## src/rtl/layer_stream_arbiter_pkg.sv

```systemverilog
// Shared definitions for the stream arbiters.
//   arb_state_e : arbiter FSM encoding (IDLE = free to pick, LOCKED = burst owner fixed)
//   arb_clog2   : ceiling log2 usable in parameter expressions
package layer_stream_arbiter_pkg;

  typedef enum logic [0:0] {
    ARB_IDLE   = 1'b0,
    ARB_LOCKED = 1'b1
  } arb_state_e;

  // Ceiling log2; returns 0 for n <= 1, callers clamp where a 1-bit minimum is needed.
  function automatic int unsigned arb_clog2(input int unsigned n);
    int unsigned r;
    r = 0;
    for (int i = 0; i < 32; i++) begin
      if ((64'd1 << i) < 64'(n)) r = i + 1;
    end
    return r;
  endfunction

endpackage

```

## src/rtl/layer_stream_arbiter_rr_pick.sv

```systemverilog
// Rotating priority pick: finds the first set bit of req at or after ptr,
// wrapping modulo NUM_PORT.
//   req    in  NUM_PORT  request vector
//   ptr    in  PID_W     starting index of the scan (must be < NUM_PORT)
//   onehot out NUM_PORT  one-hot winner, all zero when nothing requests
//   index  out PID_W     winner index, 0 when nothing requests
//   any    out 1         at least one request present
module layer_stream_arbiter_rr_pick #(
  parameter int NUM_PORT = 4,
  parameter int PID_W    = 2
) (
  input  logic [NUM_PORT-1:0] req,
  input  logic [PID_W-1:0]    ptr,
  output logic [NUM_PORT-1:0] onehot,
  output logic [PID_W-1:0]    index,
  output logic                any
);

  int          pos;
  logic [PID_W-1:0] pos_idx;

  // Scan from the farthest offset down to offset 0 so the nearest request
  // at or after ptr is the last one written.
  always_comb begin
    onehot  = '0;
    index   = '0;
    any     = 1'b0;
    pos     = 0;
    pos_idx = '0;
    for (int k = NUM_PORT - 1; k >= 0; k--) begin
      pos     = (int'(ptr) + k) % NUM_PORT;
      pos_idx = PID_W'(pos);
      if (req[pos_idx]) begin
        onehot          = '0;
        onehot[pos_idx] = 1'b1;
        index           = pos_idx;
        any             = 1'b1;
      end
    end
  end

endmodule

```

## src/rtl/layer_stream_arbiter.sv

```systemverilog
// Round-robin, burst-locked arbiter merging NUM_PORT producer streams into one
// registered output stream for the next layer.
//   clk, rst_n        clock, asynchronous active-low reset
//   in_valid/in_rdy   per-producer handshake; in_rdy is at most one-hot
//   in_data           port i occupies [i*BIT_WIDTH +: BIT_WIDTH]
//   next_layer_rdy    consumer ready
//   next_layer_valid  registered output valid
//   next_layer_data   registered output beat
//   next_layer_pid    producer index of the current output beat
// Handshake: a beat moves when valid and rdy are both high on a rising edge;
// a producer keeps its data stable while valid is high and rdy is low.
module layer_stream_arbiter
  import layer_stream_arbiter_pkg::*;
#(
  parameter int  BIT_WIDTH = 8,
  parameter int  NUM_PORT  = 4,
  parameter int  BURST_LEN = 4,
  localparam int PID_W     = (arb_clog2(NUM_PORT) < 1) ? 1 : int'(arb_clog2(NUM_PORT)),
  localparam int CNT_W     = (arb_clog2(BURST_LEN + 1) < 1) ? 1 : int'(arb_clog2(BURST_LEN + 1))
) (
  input  logic                          clk,
  input  logic                          rst_n,
  input  logic [NUM_PORT-1:0]           in_valid,
  output logic [NUM_PORT-1:0]           in_rdy,
  input  logic [NUM_PORT*BIT_WIDTH-1:0] in_data,
  input  logic                          next_layer_rdy,
  output logic                          next_layer_valid,
  output logic [BIT_WIDTH-1:0]          next_layer_data,
  output logic [PID_W-1:0]              next_layer_pid
);

  arb_state_e           state_q, state_d;
  logic [PID_W-1:0]     ptr_q, ptr_d;
  logic [PID_W-1:0]     owner_q, owner_d;
  logic [CNT_W-1:0]     cnt_q, cnt_d;
  logic                 out_valid_q, out_valid_d;
  logic [BIT_WIDTH-1:0] out_data_q, out_data_d;
  logic [PID_W-1:0]     out_pid_q, out_pid_d;

  logic [NUM_PORT-1:0]  pick_onehot;
  logic [PID_W-1:0]     pick_idx;
  logic                 pick_any;

  logic                 load_en;
  logic [PID_W-1:0]     sel;
  logic                 sel_ok;
  logic                 xfer;
  logic [BIT_WIDTH-1:0] sel_data;

  function automatic logic [PID_W-1:0] next_port(input logic [PID_W-1:0] p);
    return (p == PID_W'(NUM_PORT - 1)) ? '0 : p + PID_W'(1);
  endfunction

  layer_stream_arbiter_rr_pick #(
    .NUM_PORT (NUM_PORT),
    .PID_W    (PID_W)
  ) u_pick (
    .req    (in_valid),
    .ptr    (ptr_q),
    .onehot (pick_onehot),
    .index  (pick_idx),
    .any    (pick_any)
  );

  // Grant path: the burst owner is fixed while LOCKED; otherwise the rotating pick.
  always_comb begin
    load_en  = !out_valid_q || next_layer_rdy;
    sel      = (state_q == ARB_LOCKED) ? owner_q : pick_idx;
    sel_ok   = (state_q == ARB_LOCKED) || (pick_any && (pick_onehot != '0));
    in_rdy   = '0;
    if (rst_n && sel_ok) in_rdy[sel] = load_en;
    xfer     = sel_ok && in_valid[sel] && load_en;
    sel_data = '0;
    for (int i = 0; i < NUM_PORT; i++) begin
      if (sel == PID_W'(i)) sel_data = in_data[i*BIT_WIDTH +: BIT_WIDTH];
    end
  end

  always_comb begin
    state_d     = state_q;
    ptr_d       = ptr_q;
    owner_d     = owner_q;
    cnt_d       = cnt_q;
    out_valid_d = out_valid_q;
    out_data_d  = out_data_q;
    out_pid_d   = out_pid_q;

    if (xfer) begin
      out_valid_d = 1'b1;
      out_data_d  = sel_data;
      out_pid_d   = sel;
    end else if (load_en) begin
      out_valid_d = 1'b0;
    end

    case (state_q)
      ARB_IDLE: begin
        if (xfer) begin
          if (BURST_LEN == 1) begin
            ptr_d = next_port(sel);
          end else begin
            state_d = ARB_LOCKED;
            owner_d = sel;
            cnt_d   = CNT_W'(1);
          end
        end
      end
      ARB_LOCKED: begin
        // Owner withdrew: release immediately, costing one idle cycle.
        if (!in_valid[owner_q]) begin
          state_d = ARB_IDLE;
          ptr_d   = next_port(owner_q);
          cnt_d   = '0;
        end else if (xfer) begin
          if (cnt_q == CNT_W'(BURST_LEN - 1)) begin
            state_d = ARB_IDLE;
            ptr_d   = next_port(owner_q);
            cnt_d   = '0;
          end else begin
            cnt_d = cnt_q + CNT_W'(1);
          end
        end
      end
      default: state_d = ARB_IDLE;
    endcase
  end

  always_ff @(posedge clk or negedge rst_n) begin
    if (!rst_n) begin
      state_q     <= ARB_IDLE;
      ptr_q       <= '0;
      owner_q     <= '0;
      cnt_q       <= '0;
      out_valid_q <= 1'b0;
      out_data_q  <= '0;
      out_pid_q   <= '0;
    end else begin
      state_q     <= state_d;
      ptr_q       <= ptr_d;
      owner_q     <= owner_d;
      cnt_q       <= cnt_d;
      out_valid_q <= out_valid_d;
      out_data_q  <= out_data_d;
      out_pid_q   <= out_pid_d;
    end
  end

  assign next_layer_valid = out_valid_q;
  assign next_layer_data  = out_data_q;
  assign next_layer_pid   = out_pid_q;

endmodule
```

## config.mk

```make
export PLATFORM = sky130hd
export DESIGN_NAME = layer_stream_arbiter
export DESIGN_NICKNAME = d
export VERILOG_FILES = /design/src/rtl/layer_stream_arbiter_pkg.sv /design/src/rtl/layer_stream_arbiter_rr_pick.sv /design/src/rtl/layer_stream_arbiter.sv
export SDC_FILE = /design/constraint.sdc
export NUM_CORES = 1
export LEC_CHECK = 0
export CORE_AREA = 2 2 66 68
export CTS_CLUSTER_SIZE = 28
export DETAILED_ROUTE_END_ITERATION = 10
export DIE_AREA = 0 0 68 70
export PLACE_DENSITY_LB_ADDON = 0.3
export SLEW_MARGIN = 10
export SYNTH_ARGS = -nofsm -noshare
export SYNTH_HDL_FRONTEND = slang
export SYNTH_SLANG_ARGS = --single-unit
```

## constraint.sdc

```tcl
create_clock -name clk -period 3.78 [get_ports clk]
set_clock_uncertainty 0.15 [all_clocks]
set_input_delay 0.756 -clock clk [delete_from_list [all_inputs] [get_ports clk]]
set_output_delay 0.756 -clock clk [all_outputs]
set_load 0.02 [all_outputs]
```

==> run_results.csv, run 1 <==
group,metric,value,unit
run_status,outcome,"complete, no violations",
cells_and_area,final_util,0.600,
hold_path,min_delay_worst_endpoint,"next_layer_data[0]$_DFFE_PN0P_",
setup_path,crit_path_start_kind,"input port",
floorplan,start_util,0.387,
pwr,power.total,2.47,mW
logic_synthesis,ys_seq_area_frac,0.296,
cts,insertion_delay,260,ps
grt,grt_max_degree,19,
placement,dp_hpwl,3350,um
pwr,ir_worst_vdd,0.589,mV
hold_path,min_from,"next_layer_data[0]$_DFFE_PN0P_",
grt,antenna_found_initial,0,
cells_and_area,num_antenna_cells,0,
floorplan,ios,54,
setup_path,crit_fanout,6,
drt,viasPerCell,5.40,
floorplan,rows,24,
logic_synthesis,synth_top_family_by_area,"multiplexers",
drt,drt_iter0_markers,84,
grt,grt_use_total,0.212,
cells_and_area,area_delta_synth_final,54.8,%
placement,gp_congestion,0.854,
logic_synthesis,yosysMostFrequentCell,"mux2i_1",
setup_path,r2r-end,"next_layer_data[0]$_DFFE_PN0P_",
logic_synthesis,synthArstFlopShare,1.00,
logic_synthesis,yosys.area.top_type_share,0.296,
cts,h-tree-depth,1,
logic_synthesis,yosysTopAreaCell,"dfrtp_1",
grt,grt_overflow,0,
logic_synthesis,synthMuxAreaShare,0.329,
sta,max_freq,277,MHz
cts,clk_pin_slew,80,ps
cts,numCtsBuffers,3,
placement,dpl-instance-area,2390,um^2
floorplan,die_area,4760,um^2
setup_path,worst-r2r-cell-count,10,
sta,fin_crit,3620,ps
cts,cts_root_buf,"clkbuf_8",
hold_path,hold_path.class,"flip-flop to flip-flop",
setup_path,cp.arrival,3620,ps
logic_synthesis,synthSimpleGateAreaFrac,0.147,
logic_synthesis,ys.flop_type,"dfrtp_1",
setup_path,cp-end-kind,"flip-flop",
floorplan,die_x,68,um
logic_synthesis,synth_area,1610,um^2
pwr,power.leakage,1.17,nW
cts,cts_tree,"built",
cts,clockBufferDepth,2,
logic_synthesis,synth_compound_area_frac,0.116,
pwr,p_per_area,996,nW/um^2
sta,setup_viol,0,
grt,grt_pass1_wl,7730,um
drt,drc,0,
setup_path,r2r-start,"ptr_q[0]$_DFFE_PN0P_",
logic_synthesis,synthesis.nets,198,
grt,grt_pass1_vias,1642,
job,drv_cap,0,
setup_path,required,3780,ps
sta,finalMaxSlewViolations,0,
sta,max-slew-margin-rel,0.691,
logic_synthesis,yosys.area_share.adder,0.0701,
setup_path,timing.reg2reg.setup_slack,320,ps
cells_and_area,design_area,2480,um^2
logic_synthesis,synth_edf_count,0,
cts,clock-sinks,19,
logic_synthesis,synth_cell_types,44,
logic_synthesis,synth.area.top_cells,"dfrtp_1 30%, mux2i_1 16%, mux4_2 8.4%",
sta,period_share,0.956,
placement,port_buffers,53,
drt,totalWireLength,4450,um
logic_synthesis,synth_warnings,0,
logic_synthesis,netlist_top_cells_count,"25 x mux2i_1, 19 x dfrtp_1, 14 x nor2_1, 10 x nand2_1, 9 x ha_1",
sta,rsz0062_at_grt,"no",
sta,worstMarginPinSlew,464,ps
hold_path,min_path_cells,1,
floorplan,die_h,70,um
drt,vias,1529,
floorplan,core,4140,um^2
logic_synthesis,synth.avg_cell_area,10.7,um^2
sta,finalHoldViolCount,0,
cells_and_area,n_fill_cell,330,
drt,firstDrtPassIters,4,
sta,fin_tns_setup,0,ps
cts,cts_hold_buf,0,
cells_and_area,nNetsFinal,280,
logic_synthesis,syn_inst,150,
logic_synthesis,synth-seq-cells,19,
logic_synthesis,synth_xor_area_frac,0,
drt,ant_nets,0,
cells_and_area,drive_gt1_frac,0.290,
drt,wl_per_cell,15.7,um
setup_path,path_class,"input port to flip-flop",
## flip-flops by register name (all words and copies together), names as in the netlist
register,cells
state_q,1
next_layer_pid,2
cnt_q,3
ptr_q,2
next_layer_valid,1
next_layer_data,8
owner_q,2
## report_power, final
part	leakage, nW	switching (mW)	internal [mW]
Clock	0.0255	0.0800	0.0736
Combinational	0.923	0.886	1.04
Sequential	0.225	0.0880	0.311
## through the flow
step | std cells | setup WS (ps) | hold WS (ps)
global placement | 276 | -483 | 329
global route | 283 | 91.5 | 386
floorplan | 150 | 64.5 | 310
detailed placement | 276 | -517 | 339
CTS | 283 | 166 | 359
finish | 283 | 165 | 349
## kinds of logic after synthesis
logic type	after synthesis
AO/OA/AOI/OAI	22
adder cells (fa/ha/maj)	9
buffers and inverters	13
flip-flops	19
multiplexers	41
AND/OR/NAND/NOR	46
## worst max-delay path: stages
cell and delay, ps:
dlygate4sd2_1 240, buf_4 140, mux4_2 500, or4_4 530, a31oi_4 190, buf_6 150, mux4_2 560, nand2_4 110
buf_12 130, mux2_1 310
## worst max-delay path by stage
stage / startpoint / endpoint / slack [ps] / depth (start not counted)
floorplan: ptr_q[0]$_DFFE_PN0P_ / next_layer_data[1]$_DFFE_PN0P_ / 60 / 11
global placement: in_valid[1] / in_rdy[3] / -480 / 8
detailed placement: in_valid[0] / in_rdy[3] / -520 / 9
CTS: in_valid[2] / in_rdy[0] / 170 / 8
global route: in_valid[2] / in_rdy[2] / 90 / 9
finish: in_valid[2] / next_layer_data[0]$_DFFE_PN0P_ / 160 / 10
## what timing repair did
item | 4_1_cts | 5_1_grt
resized for setup | 33 | 0
setup buffers | 3 | 0
endpoints found under the setup margin | 16 | 0
## layout by cell type, fill, tap and decap left out, drive strengths merged, types with 2 or more instances in the layout
cell	instances
a41o	2
nand2	11
a31oi	2
nand2b	3
ha	9
dlygate4sd2	4
mux2	10
buf	36
clkbuf	3
clkinv	2
mux2i	25
nand3b	3
o221ai	2
a21oi	3
nor3	2
mux4	6
inv	4
nor2	14
o21ai	2
nor4	2
clkdlybuf4s50	45
dfrtp	19
nand3	5
## metal layers
| metal | track usage | routed length, um | vias to the layer above |
|---|---|---|---|
| met4 | 0.0467 | 40 | 0 |
| met1 | 0.266 | 1760 | 736 |
| met3 | 0.0290 | 221 | 5 |
| li1 | - | - | 733 |
| met2 | 0.375 | 2420 | 55 |
| met5 | 0 | 0 | - |
## area by class of cell
class	count	area, um^2	area share
timing repair buffer	85	783	0.315
clock inverter	1	5.00	0.00201
multi-input combinational	118	1090	0.441
inverter	5	18.8	0.00755
clock buffer	3	41.3	0.0166
tap	52	65.1	0.0262
sequential	19	477	0.192
Power figures use the tool's default switching activity.
==> inputs of run 2 (changes only) <==
CTS_CLUSTER_DIAMETER = 150   (was unset)
==> results of run 2 <==
The final DEF is identical to that of run 1; final timing and power are the same.
